<file path="src/rtl/qcw_pkg.sv">
// ---------------------------------------------------------------------------
// qcw_pkg
// Shared types and elaboration-time helpers for the QCW ramp sequencer.
//   drv_mux_e   : drive source select (off / internal oscillator / feedback)
//   qcw_state_e : sequencer FSM states
//   ms_to_ticks, us_to_ticks : time to clock-tick conversion
//   step_ticks  : ticks per duty increment during the ramp (never below 1)
//   max3        : largest of three values, used to size the phase counter
// ---------------------------------------------------------------------------
package qcw_pkg;

  typedef enum logic [1:0] {
    MUX_OFF = 2'd0,
    MUX_INT = 2'd1,
    MUX_FB  = 2'd2
  } drv_mux_e;

  typedef enum logic [2:0] {
    ST_IDLE  = 3'd0,
    ST_PAUSE = 3'd1,
    ST_FLAT  = 3'd2,
    ST_RAMP  = 3'd3,
    ST_ABORT = 3'd4
  } qcw_state_e;

  // Integer Hz is divided first so the product stays within 32 bits.
  function automatic int ms_to_ticks(input int clk_hz, input int ms);
    return (clk_hz / 32'sd1000) * ms;
  endfunction

  function automatic int us_to_ticks(input int clk_hz, input int us);
    return (clk_hz / 32'sd1000000) * us;
  endfunction

  // A ramp shorter than its duty span would give zero; clamp to one tick.
  function automatic int step_ticks(input int ramp_ticks, input int flat_duty,
                                    input int max_duty);
    int span;
    int q;
    span = max_duty - flat_duty;
    q    = (span > 32'sd0) ? (ramp_ticks / span) : ramp_ticks;
    return (q < 32'sd1) ? 32'sd1 : q;
  endfunction

  function automatic int max3(input int a, input int b, input int c);
    int m;
    m = (a > b) ? a : b;
    return (m > c) ? m : c;
  endfunction

endpackage

</file>
<file path="src/rtl/qcw_ramp_seq_zc_watchdog.sv">
// ---------------------------------------------------------------------------
// zc_watchdog
// Counts clock ticks since the last zero-cross while running. On reaching
// LIMIT it raises a one-cycle timeout pulse and latches "expired" until the
// next clear; the count then holds at LIMIT. A clear in the same cycle as the
// threshold wins, so no pulse is produced.
// Ports:
//   clk, rst_n  : clock, asynchronous active-low reset
//   i_clear     : zero-cross seen or burst (re)start; clears count and flag
//   i_run       : count this cycle
//   o_expired   : expired flag as it will be after the coming edge
//                 (lets the parent register a mux change in the same edge
//                 as the timeout pulse)
//   o_timeout   : registered one-cycle timeout pulse
// ---------------------------------------------------------------------------
module zc_watchdog #(
  parameter  int LIMIT = 2000,
  localparam int CW    = $clog2(LIMIT + 1)
) (
  input  logic clk,
  input  logic rst_n,
  input  logic i_clear,
  input  logic i_run,
  output logic o_expired,
  output logic o_timeout
);

  localparam logic [CW-1:0] CNT_LAST = CW'(LIMIT - 1);
  localparam logic [CW-1:0] CNT_SAT  = CW'(LIMIT);
  localparam logic [CW-1:0] CNT_ONE  = CW'(1);

  logic [CW-1:0] r_cnt;
  logic          r_expired;
  logic          r_timeout;
  logic          w_hit;

  // Threshold detection and look-ahead of the expired flag.
  always_comb begin
    w_hit = i_run && !i_clear && !r_expired && (r_cnt == CNT_LAST);
    if (i_clear) begin
      o_expired = 1'b0;
    end else if (w_hit) begin
      o_expired = 1'b1;
    end else begin
      o_expired = r_expired;
    end
  end

  // Tick counter, saturating at LIMIT, with expired flag and timeout pulse.
  always_ff @(posedge clk or negedge rst_n) begin
    if (!rst_n) begin
      r_cnt     <= '0;
      r_expired <= 1'b0;
      r_timeout <= 1'b0;
    end else if (i_clear) begin
      r_cnt     <= '0;
      r_expired <= 1'b0;
      r_timeout <= 1'b0;
    end else if (i_run) begin
      r_timeout <= w_hit;
      r_expired <= o_expired;
      if (r_cnt != CNT_SAT) begin
        r_cnt <= r_cnt + CNT_ONE;
      end
    end else begin
      r_timeout <= 1'b0;
    end
  end

  assign o_timeout = r_timeout;

endmodule

</file>
<file path="src/rtl/qcw_ramp_seq.sv">
// ---------------------------------------------------------------------------
// qcw_ramp_seq
// Burst sequencer for a QCW drive: PAUSE (drive off) -> FLAT (soft-start at a
// fixed duty) -> RAMP (duty climbs one code per STEP_TICKS) -> IDLE with a
// done pulse. Bursts repeat while en is high; a burst once started runs to
// completion unless fault aborts it. A zero-cross watchdog falls back to the
// internal oscillator when feedback zero-crosses stop arriving.
// Ports:
//   clk, rst_n   : clock, asynchronous active-low reset
//   en           : level, permits burst generation
//   fault        : level, immediate abort (highest priority)
//   zc           : one-cycle zero-cross pulse
//   ampl_ok      : feedback amplitude adequate
//   drv_mux      : drive source (0 off, 1 internal, 2 feedback)
//   duty         : duty code for the driver
//   drv_en       : gate drive enable
//   busy         : burst in progress (including abort)
//   done         : one-cycle pulse at normal end of burst
//   zc_timeout   : one-cycle pulse when the zero-cross watchdog expires
// ---------------------------------------------------------------------------
module qcw_ramp_seq
  import qcw_pkg::*;
#(
  parameter  int REF_CLK_HZ       = 100000000,
  parameter  int RAMP_PAUSE_MS    = 1,
  parameter  int FLAT_LENGTH_US   = 2000,
  parameter  int RAMP_LENGTH_US   = 10000,
  parameter  int DUTY_SCALE       = 100,
  parameter  int FLAT_DUTY        = 10,
  parameter  int MAX_DUTY         = 100,
  parameter  int ZC_TIMEOUT_TICKS = 2000,
  localparam int DUTY_BITS        = $clog2(DUTY_SCALE + 1)
) (
  input  logic                 clk,
  input  logic                 rst_n,
  input  logic                 en,
  input  logic                 fault,
  input  logic                 zc,
  input  logic                 ampl_ok,
  output logic [1:0]           drv_mux,
  output logic [DUTY_BITS-1:0] duty,
  output logic                 drv_en,
  output logic                 busy,
  output logic                 done,
  output logic                 zc_timeout
);

  localparam int PAUSE_TICKS = ms_to_ticks(REF_CLK_HZ, RAMP_PAUSE_MS);
  localparam int FLAT_TICKS  = us_to_ticks(REF_CLK_HZ, FLAT_LENGTH_US);
  localparam int RAMP_TICKS  = us_to_ticks(REF_CLK_HZ, RAMP_LENGTH_US);
  localparam int STEP_TICKS  = step_ticks(RAMP_TICKS, FLAT_DUTY, MAX_DUTY);
  localparam int CNT_MAX     = max3(PAUSE_TICKS, FLAT_TICKS, RAMP_TICKS);
  localparam int CNT_W       = $clog2(CNT_MAX + 1);
  localparam int STEP_W      = $clog2(STEP_TICKS + 1);

  // Phase counters run 0..N-1, so the last cycle of a phase is N-1.
  localparam logic [CNT_W-1:0]     PAUSE_LAST = CNT_W'(PAUSE_TICKS - 1);
  localparam logic [CNT_W-1:0]     FLAT_LAST  = CNT_W'(FLAT_TICKS - 1);
  localparam logic [CNT_W-1:0]     RAMP_LAST  = CNT_W'(RAMP_TICKS - 1);
  localparam logic [CNT_W-1:0]     CNT_ONE    = CNT_W'(1);
  localparam logic [STEP_W-1:0]    STEP_LAST  = STEP_W'(STEP_TICKS - 1);
  localparam logic [STEP_W-1:0]    STEP_ONE   = STEP_W'(1);
  localparam logic [DUTY_BITS-1:0] FLAT_CODE  = DUTY_BITS'(FLAT_DUTY);
  localparam logic [DUTY_BITS-1:0] MAX_CODE   = DUTY_BITS'(MAX_DUTY);
  localparam logic [DUTY_BITS-1:0] DUTY_ONE   = DUTY_BITS'(1);

  qcw_state_e             r_state;
  logic [CNT_W-1:0]       r_cnt;
  logic [STEP_W-1:0]      r_step_cnt;
  logic [DUTY_BITS-1:0]   r_duty;
  drv_mux_e               r_drv_mux;
  logic                   r_drv_en;
  logic                   r_busy;
  logic                   r_done;

  logic                   w_enter_flat;
  logic                   w_wd_clear;
  logic                   w_wd_run;
  logic                   w_wd_expired;
  logic                   w_wd_timeout;
  drv_mux_e               w_mux_sel;

  // Watchdog control and drive-source selection for FLAT/RAMP.
  always_comb begin
    w_enter_flat = (r_state == ST_PAUSE) && (r_cnt == PAUSE_LAST) && !fault;
    w_wd_clear   = zc || w_enter_flat;
    // An aborting edge must not also report a watchdog timeout.
    w_wd_run     = ((r_state == ST_FLAT) || (r_state == ST_RAMP)) && !fault;
    w_mux_sel    = (ampl_ok && !w_wd_expired) ? MUX_FB : MUX_INT;
  end

  zc_watchdog #(
    .LIMIT (ZC_TIMEOUT_TICKS)
  ) u_zc_watchdog (
    .clk       (clk),
    .rst_n     (rst_n),
    .i_clear   (w_wd_clear),
    .i_run     (w_wd_run),
    .o_expired (w_wd_expired),
    .o_timeout (w_wd_timeout)
  );

  // Burst FSM with all drive outputs registered alongside the state.
  always_ff @(posedge clk or negedge rst_n) begin
    if (!rst_n) begin
      r_state    <= ST_IDLE;
      r_cnt      <= '0;
      r_step_cnt <= '0;
      r_duty     <= '0;
      r_drv_mux  <= MUX_OFF;
      r_drv_en   <= 1'b0;
      r_busy     <= 1'b0;
      r_done     <= 1'b0;
    end else begin
      r_done <= 1'b0;
      if (fault) begin
        // Abort beats every other transition, including end of RAMP.
        r_state    <= ST_ABORT;
        r_cnt      <= '0;
        r_step_cnt <= '0;
        r_duty     <= '0;
        r_drv_mux  <= MUX_OFF;
        r_drv_en   <= 1'b0;
        r_busy     <= 1'b1;
      end else begin
        case (r_state)
          ST_IDLE: begin
            r_drv_en  <= 1'b0;
            r_duty    <= '0;
            r_drv_mux <= MUX_OFF;
            r_cnt     <= '0;
            if (en) begin
              r_state <= ST_PAUSE;
              r_busy  <= 1'b1;
            end else begin
              r_busy  <= 1'b0;
            end
          end
          ST_PAUSE: begin
            if (r_cnt == PAUSE_LAST) begin
              r_state   <= ST_FLAT;
              r_cnt     <= '0;
              r_drv_en  <= 1'b1;
              r_duty    <= FLAT_CODE;
              r_drv_mux <= w_mux_sel;
            end else begin
              r_cnt     <= r_cnt + CNT_ONE;
            end
          end
          ST_FLAT: begin
            r_drv_mux <= w_mux_sel;
            if (r_cnt == FLAT_LAST) begin
              r_state    <= ST_RAMP;
              r_cnt      <= '0;
              r_step_cnt <= '0;
            end else begin
              r_cnt      <= r_cnt + CNT_ONE;
            end
          end
          ST_RAMP: begin
            if (r_cnt == RAMP_LAST) begin
              r_state    <= ST_IDLE;
              r_cnt      <= '0;
              r_step_cnt <= '0;
              r_drv_en   <= 1'b0;
              r_duty     <= '0;
              r_drv_mux  <= MUX_OFF;
              r_busy     <= 1'b0;
              r_done     <= 1'b1;
            end else begin
              r_cnt     <= r_cnt + CNT_ONE;
              r_drv_mux <= w_mux_sel;
              if (r_step_cnt == STEP_LAST) begin
                r_step_cnt <= '0;
                // Saturate rather than wrap past the top code.
                if (r_duty < MAX_CODE) begin
                  r_duty <= r_duty + DUTY_ONE;
                end
              end else begin
                r_step_cnt <= r_step_cnt + STEP_ONE;
              end
            end
          end
          ST_ABORT: begin
            r_state <= ST_IDLE;
            r_busy  <= 1'b0;
          end
          default: begin
            r_state    <= ST_IDLE;
            r_cnt      <= '0;
            r_step_cnt <= '0;
            r_duty     <= '0;
            r_drv_mux  <= MUX_OFF;
            r_drv_en   <= 1'b0;
            r_busy     <= 1'b0;
          end
        endcase
      end
    end
  end

  assign drv_mux    = r_drv_mux;
  assign duty       = r_duty;
  assign drv_en     = r_drv_en;
  assign busy       = r_busy;
  assign done       = r_done;
  assign zc_timeout = w_wd_timeout;

endmodule

</file>
<file path="config.mk">
export PLATFORM = sky130hd
export DESIGN_NAME = qcw_ramp_seq
export DESIGN_NICKNAME = d
export VERILOG_FILES = /design/src/rtl/qcw_pkg.sv /design/src/rtl/qcw_ramp_seq_zc_watchdog.sv /design/src/rtl/qcw_ramp_seq.sv
export SDC_FILE = /design/constraint.sdc
export NUM_CORES = 1
export LEC_CHECK = 0
export ABC_AREA = 1
export ABC_CLOCK_PERIOD_IN_PS = 2000
export BUFFER_PORTS_ARGS = -buffer_cell sky130_fd_sc_hd__buf_2
export CORE_AREA = 2 2 78 110
export DETAILED_ROUTE_END_ITERATION = 8
export DIE_AREA = 0 0 80 112
export PLACE_DENSITY = 0.75
export SYNTH_ARGS = -nofsm -noshare
export SYNTH_HDL_FRONTEND = slang
export SYNTH_SLANG_ARGS = --single-unit
</file>
<file path="constraint.sdc">
create_clock -name clk -period 2 [get_ports clk]
set_input_delay 0.2 -clock clk [delete_from_list [all_inputs] [get_ports clk]]
set_output_delay 0.2 -clock clk [all_outputs]
set_load 0.02 [all_outputs]
</file>
Yosys cells after proc, flatten, opt, wreduce, memory -nomap -nowiden --
Cells that the tools add are included.
Storage, ports and cells: register bits 62, word-level logic and storage cells 108, input port bits 6, output and inout bits 13
Operators by class: reductions and logical operators 26, add/subtract/negate cells 4, eq/ne operators 20, magnitude comparators 1, mux-type cells 46
Operators with widths (count):
- 20-bit two-way mux | 4
- 20-bit one-hot mux with 4 select lines | 1
- 14-bit two-way mux | 4
- 14-bit one-hot mux with 3 select lines | 1
- 7-bit two-way mux | 5
- 11-bit two-way mux | 3
- 7-bit one-hot mux with 3 select lines | 1
- 20-bit by 1-bit adder with 20-bit output, second input constant | 1
- 20-bit by 17-bit equality test with 1-bit output, second input constant | 1
- 20-bit by 18-bit equality test with 1-bit output, second input constant | 1
- 20-bit equality test, second input constant | 1
- 3-bit two-way mux | 5
- 14-bit by 1-bit adder with 14-bit output, second input constant | 1
- 14-bit equality test, second input constant | 1
- 1-bit two-way mux | 14
- 3-bit one-hot mux with 4 select lines | 1
- 11-bit by 1-bit adder with 11-bit output, second input constant | 1
- 11-bit equality test, second input constant | 1
- 11-bit inequality test, second input constant | 1
- 3-bit by 2-bit inequality test with 1-bit output, second input constant | 3
- 2-bit two-way mux | 4
- 4-bit by 2-bit inequality test with 1-bit output, second input constant | 2
- 2-bit one-hot mux with 4 select lines | 1
- 2-bit AND reduction | 4
- other kinds (18) | 35

Depth between registers and ports, before layout --
depth in word-level cells 16, mapped depth 12, depth with buffers taken out 11

Cells and area by module --
Synthesis repeated with hierarchy kept, for this count alone.
Second synthesis, totals: cell total of the unflattened synthesis 572, area, all modules 4137.7 µm²
By module, submodules not included:
- qcw_ramp_seq | area each 3314.4 µm², cells an instance 461, instances 1, sequential area each 1226.2 µm²
- zc_watchdog | area each 823.3 µm², cells an instance 111, instances 1, sequential area each 325.3 µm²

Least setup slack after synthesis --
Ideal clock, no wire load.
path type flip-flop to flip-flop, from register r_cnt[1], to register u_zc_watchdog.r_cnt[8], slack 0.332 ns, cell stages (with the launch flop) 13, buffers on the path 2, data arrival time 1.546 ns, required time 1.877 ns, clock period less this slack 1.668 ns, path through dfrtp_1 ha_1 buf_2 inv_1 nor2_4 nand3_2 nor2_2 nand3_4 nand2_4 nor2_4 buf_6 nand2_1 o21ai_1
On the way: word-level cells in the longest chain between the ends 6
Ends and longest elaborated chain:
- start, declared | RTL line qcw_ramp_seq.sv:68 | logic [CNT_W-1:0] r_cnt;
- start signal, assigned | RTL line qcw_ramp_seq.sv:147 | r_cnt <= r_cnt + CNT_ONE;
- start signal, assigned | RTL line qcw_ramp_seq.sv:157 | r_cnt <= r_cnt + CNT_ONE;
- start signal, assigned | RTL line qcw_ramp_seq.sv:171 | r_cnt <= r_cnt + CNT_ONE;
- 20-bit by 17-bit equality test with 1-bit output (*) | RTL line qcw_ramp_seq.sv:85 | w_enter_flat = (r_state == ST_PAUSE) && (r_cnt == PAUSE_LAST) && !fault;
- 1-bit logical AND (*) (2 in a row) | RTL line qcw_ramp_seq.sv:85
- 1-bit logical OR (*) | RTL line qcw_ramp_seq.sv:86 | w_wd_clear = zc || w_enter_flat;
- 2-bit nonzero test (no line)
- 2-bit AND reduction (no line)
- end signal, assigned | RTL line qcw_ramp_seq_zc_watchdog.sv:63 | r_cnt <= r_cnt + CNT_ONE;
- end, declared | RTL line qcw_ramp_seq_zc_watchdog.sv:32 | logic [CW-1:0] r_cnt;
Mark *: on every way between the ends. The rest lies on a longest branch, timed or not. A chain may end at the register's enable or synchronous reset.

Final worst setup path --
Same ends and word-level chain as after synthesis.

==> flow_summary.yaml <==
clocking:
  insertion_delay_ns: 0.33
  cts-root-buf: "sky130_fd_sc_hd__clkbuf_16"
  cts_inserted_buffers: 9
  clock-sinks: 62
  cts_max_path_buffers: 2
  post_cts_resize_count: 0
  cts.htree.levels: 3
  tritoncts: "built"
  clk_transition_reported_paths_ns: 0.05
sta:
  unrepaired_setup_endpoints_after_global_routing: "no"
  setup_tns_ns: 0
  worstMarginPinSlew_ns: 0.692
  max-slew-margin-rel_pct: 53.8
  finalWorstSetupSlack_ns: 0.172
  report.final.setup_viol: 0
  fmaxAchievable_mhz: 547
  hold_slack_ns: 0.144
  min_period_ns: 1.83
  timing.final.max_slew_violations: 0
  finalHoldViolations: 0
  final.period_utilization_pct: 91.4
  finClkSkew_ns: 0.00414
synthesis:
  synth_seq_cells: 62
  ys.flop_type: "sky130_fd_sc_hd__dfrtp_1"
  syn_avg_cell_area_um2: 7.00
  yosys-top-cells-count: "177 x sky130_fd_sc_hd__nand2_1, 77 x sky130_fd_sc_hd__nor2_1, 65 x sky130_fd_sc_hd__inv_1"
  post_synth_inst_count: 607
  yosys.cell_count.top_type: "sky130_fd_sc_hd__nand2_1"
  post-synth-top-area-fraction_pct: 36.5
  synth_sequential_area_ratio_pct: 36.5
  post_synth_edffs: 0
  synth-async-reset-ratio_pct: 100
  synth_warn: 0
  netlist-cell-type-count: 34
  yosys.area.top_type: "sky130_fd_sc_hd__dfrtp_1"
  synth_area_um2: 4250
  syn-num-nets: 619
  synth.top_cells.by_area: "sky130_fd_sc_hd__dfrtp_1 36%, sky130_fd_sc_hd__nand2_1 16%, sky130_fd_sc_hd__nand3_1 6.9%"
placed_design:
  place_hpwl_um: 7810
  count_of_buffers_inserted_at_the_top_level_ports: 18
  gpl.final_weighted_congestion: 1.02
  preCtsSetupSlack_ns: 0.178
drt:
  vias: 4023
  drc: 0
  wirelength_um: 10400
  drtIter0Drc: 259
  mean_number_of_vias_per_cell: 5.44
  ant_nets: 0
  firstDrtPassIters: 5
  wire_per_inst_um: 14.1
floorplan:
  initial_core_utilization_pct: 53.1
  die_area_um2: 8960
  io_pins: 19
  die_h_um: 112
  cell_row_count: 39
  dieWidth_um: 80
  fp.coreArea_um2: 8000
power_and_ir_drop:
  pwr-share-seq_pct: 44.9
  total_power_mw: 2.85
  power_leakage_nw: 2.18
  vdd_ir_drop_max_uv: 664
  power_density_nw_per_um2: 600
  cell_internal_pwr_mw: 2.15
  switching_share_pct: 24.6
  power.share.clock_pct: 49.0
  combinational_group_share_of_total_power_pct: 6.2
  netSwitchingPower_mw: 0.702
global_route:
  gr-usage-all-layers_pct: 25.6
  grt_max_degree: 26
  met3_usage_pct: 4.86
  first_global_vias: 3984
  grt_antenna_before_repair: 0
  layer_with_the_highest_usage_after_global_routing: "met2"
  grt-ovfl-total: 0
  grt_use_met2_pct: 45.6
  grt_use_met1_pct: 28.5
  grt_pass1_wl_um: 18100
finish:
  filler_instances: 739
  share_of_final_layout_standard_cells_stronger_than_drive_strength_1_pct: 13.5
  area.growth.synth_to_final_pct: 11.7
  antenna_cells: 0
  final_net_count: 644
critical_path:
  critical_path_class: "flop to flop"
  critPathCaptureType: "flop"
  required_arrival_time_at_the_worst_endpoint_ns: 2.26
  startpoint_type: "flop"
  crit_fanout: 13
  arrival_ns: 2.09
hold_path:
  min-delay-path-class: "input pin to flop"
job:
  max-cap-violations: 0
outcome:
  outcome: "finished clean"
[area by class of cell]
type,count,area (µm²),share of cell area (%)
Clock inverter,6,38.8,0.817
Clock buffer,10,229,4.82
Multi-Input combinational cell,462,2350,49.5
Sequential cell,62,1550,32.7
Timing Repair Buffer,28,193,4.06
Inverter,69,260,5.48
Tap cell,102,128,2.69
[worst max-delay path: stages, from the launching register on]
cell and delay [ns]:
sky130_fd_sc_hd__dfrtp_1 0.39, sky130_fd_sc_hd__ha_1 0.23, sky130_fd_sc_hd__buf_4 0.17, sky130_fd_sc_hd__inv_1 0.10, sky130_fd_sc_hd__nor2_4 0.06, sky130_fd_sc_hd__nand3_2 0.05, sky130_fd_sc_hd__nor2_2 0.05, sky130_fd_sc_hd__nand3_4 0.14
sky130_fd_sc_hd__nand2_4 0.09, sky130_fd_sc_hd__nor2_4 0.30, sky130_fd_sc_hd__nand2_1 0.10, sky130_fd_sc_hd__o21ai_1 0.09
[flip-flops by register name, summed over array words and instances, names as in the netlist]
signal / flops
duty: 7
r_cnt: 20
drv_mux: 2
u_zc_watchdog.o_timeout: 1
r_state: 3
r_step_cnt: 14
u_zc_watchdog.r_expired: 1
u_zc_watchdog.r_cnt: 11
busy: 1
done: 1
drv_en: 1
[metal layers]
layer	wire length [µm]	share of wire, %	up-vias
li1	-	-	2005
met1	4220	41	1887
met2	5470	53	101
met3	342	3.3	30
met4	364	3.5	0
met5	0	0	-
[cells in the final DEF (no fill, tap or decap)]
master                          netlist  final
sky130_fd_sc_hd__a211oi_1             1      1
sky130_fd_sc_hd__a21oi_1              2      2
sky130_fd_sc_hd__buf_12               1      2
sky130_fd_sc_hd__buf_2                6     18
sky130_fd_sc_hd__buf_4                0      7
sky130_fd_sc_hd__clkbuf_1             5      1
sky130_fd_sc_hd__clkbuf_16            0      9
sky130_fd_sc_hd__clkinv_1             1      1
sky130_fd_sc_hd__clkinv_2             1      4
sky130_fd_sc_hd__clkinv_4             0      1
sky130_fd_sc_hd__clkinvlp_4           0      2
sky130_fd_sc_hd__dfrtp_1             62     62
sky130_fd_sc_hd__dlygate4sd3_1        0      1
sky130_fd_sc_hd__ha_1                 6      6
sky130_fd_sc_hd__inv_1               65     65
sky130_fd_sc_hd__inv_2                2      2
sky130_fd_sc_hd__nand2_1            177    177
sky130_fd_sc_hd__nand2_2              8      8
sky130_fd_sc_hd__nand2_4              2      2
sky130_fd_sc_hd__nand3_1             59     59
sky130_fd_sc_hd__nand3_2              5      5
sky130_fd_sc_hd__nand3_4              4      4
sky130_fd_sc_hd__nand3b_1             1      1
sky130_fd_sc_hd__nand4_1             17     17
sky130_fd_sc_hd__nor2_1              77     77
sky130_fd_sc_hd__nor2_2               4      4
sky130_fd_sc_hd__nor2_4               2      2
sky130_fd_sc_hd__nor2b_1              1      1
sky130_fd_sc_hd__nor3_1              19     19
sky130_fd_sc_hd__nor3_2               1      1
sky130_fd_sc_hd__nor4_1               1      1
sky130_fd_sc_hd__o21ai_0             27     27
sky130_fd_sc_hd__o21ai_1              7      7
sky130_fd_sc_hd__o21ai_2             14     14
sky130_fd_sc_hd__o21bai_1             3      3
sky130_fd_sc_hd__o21bai_4             1      1
sky130_fd_sc_hd__xnor2_1              6      6
sky130_fd_sc_hd__xor2_1              17     17
[stage by stage]
stage | cells | util, % | instance area (µm²)
final | 739 | 59.3 | 4750
after global routing | 739 | 59.3 | 4750
after CTS | 739 | 59.3 | 4750
after detailed placement | 722 | 55.9 | 4470
after global placement | 722 | 55.9 | 4470
after floorplan | 607 | - | 4250
[path summary, 6_finish.rpt]
| check | endpoint | startpoint | depth (start not counted) | slack, ns |
|---|---|---|---|---|
| max | u_zc_watchdog.r_cnt[8]$_DFFE_PN0P_ | r_cnt[1]$_DFFE_PN0P_ | 11 | 0.17 |
| max reg2reg | u_zc_watchdog.r_cnt[8]$_DFFE_PN0P_ | r_cnt[1]$_DFFE_PN0P_ | 11 | 0.17 |
| min in group asynchronous | r_step_cnt[10]$_DFFE_PN0P_ | rst_n | 2 | 0.44 |
| max in group asynchronous | u_zc_watchdog.r_cnt[6]$_DFFE_PN0P_ | rst_n | 3 | 1.00 |
| min reg2reg | drv_mux[1]$_DFFE_PN0P_ | drv_mux[1]$_DFFE_PN0P_ | 2 | 0.49 |
| min | drv_mux[0]$_DFFE_PN0P_ | ampl_ok | 4 | 0.14 |
[power by group through the flow]
stage	combinational [mW]	sequential (mW)	clock, mW
2_1_floorplan	0.104	1.30	0
3_3_place_gp	0.173	1.30	0
3_5_place_dp	0.175	1.30	0
4_1_cts	0.178	1.28	1.42
5_1_grt	0.197	1.28	1.49
6_report	0.175	1.28	1.40
[timing repair]
action	in CTS	in global routing
hold buffers	1	0
hold endpoints to repair	23	0
setup buffers	0	0
[kinds of logic after synthesis]
logic type	count (synthesis)	share of synthesized area, %
compound gates	55	8.27
simple gates	378	40.5
xor+xnor	23	4.74
fa+ha+maj	6	1.77
buf+inv	83	8.27
flops	62	36.5
Power figures use the tool's default switching activity.
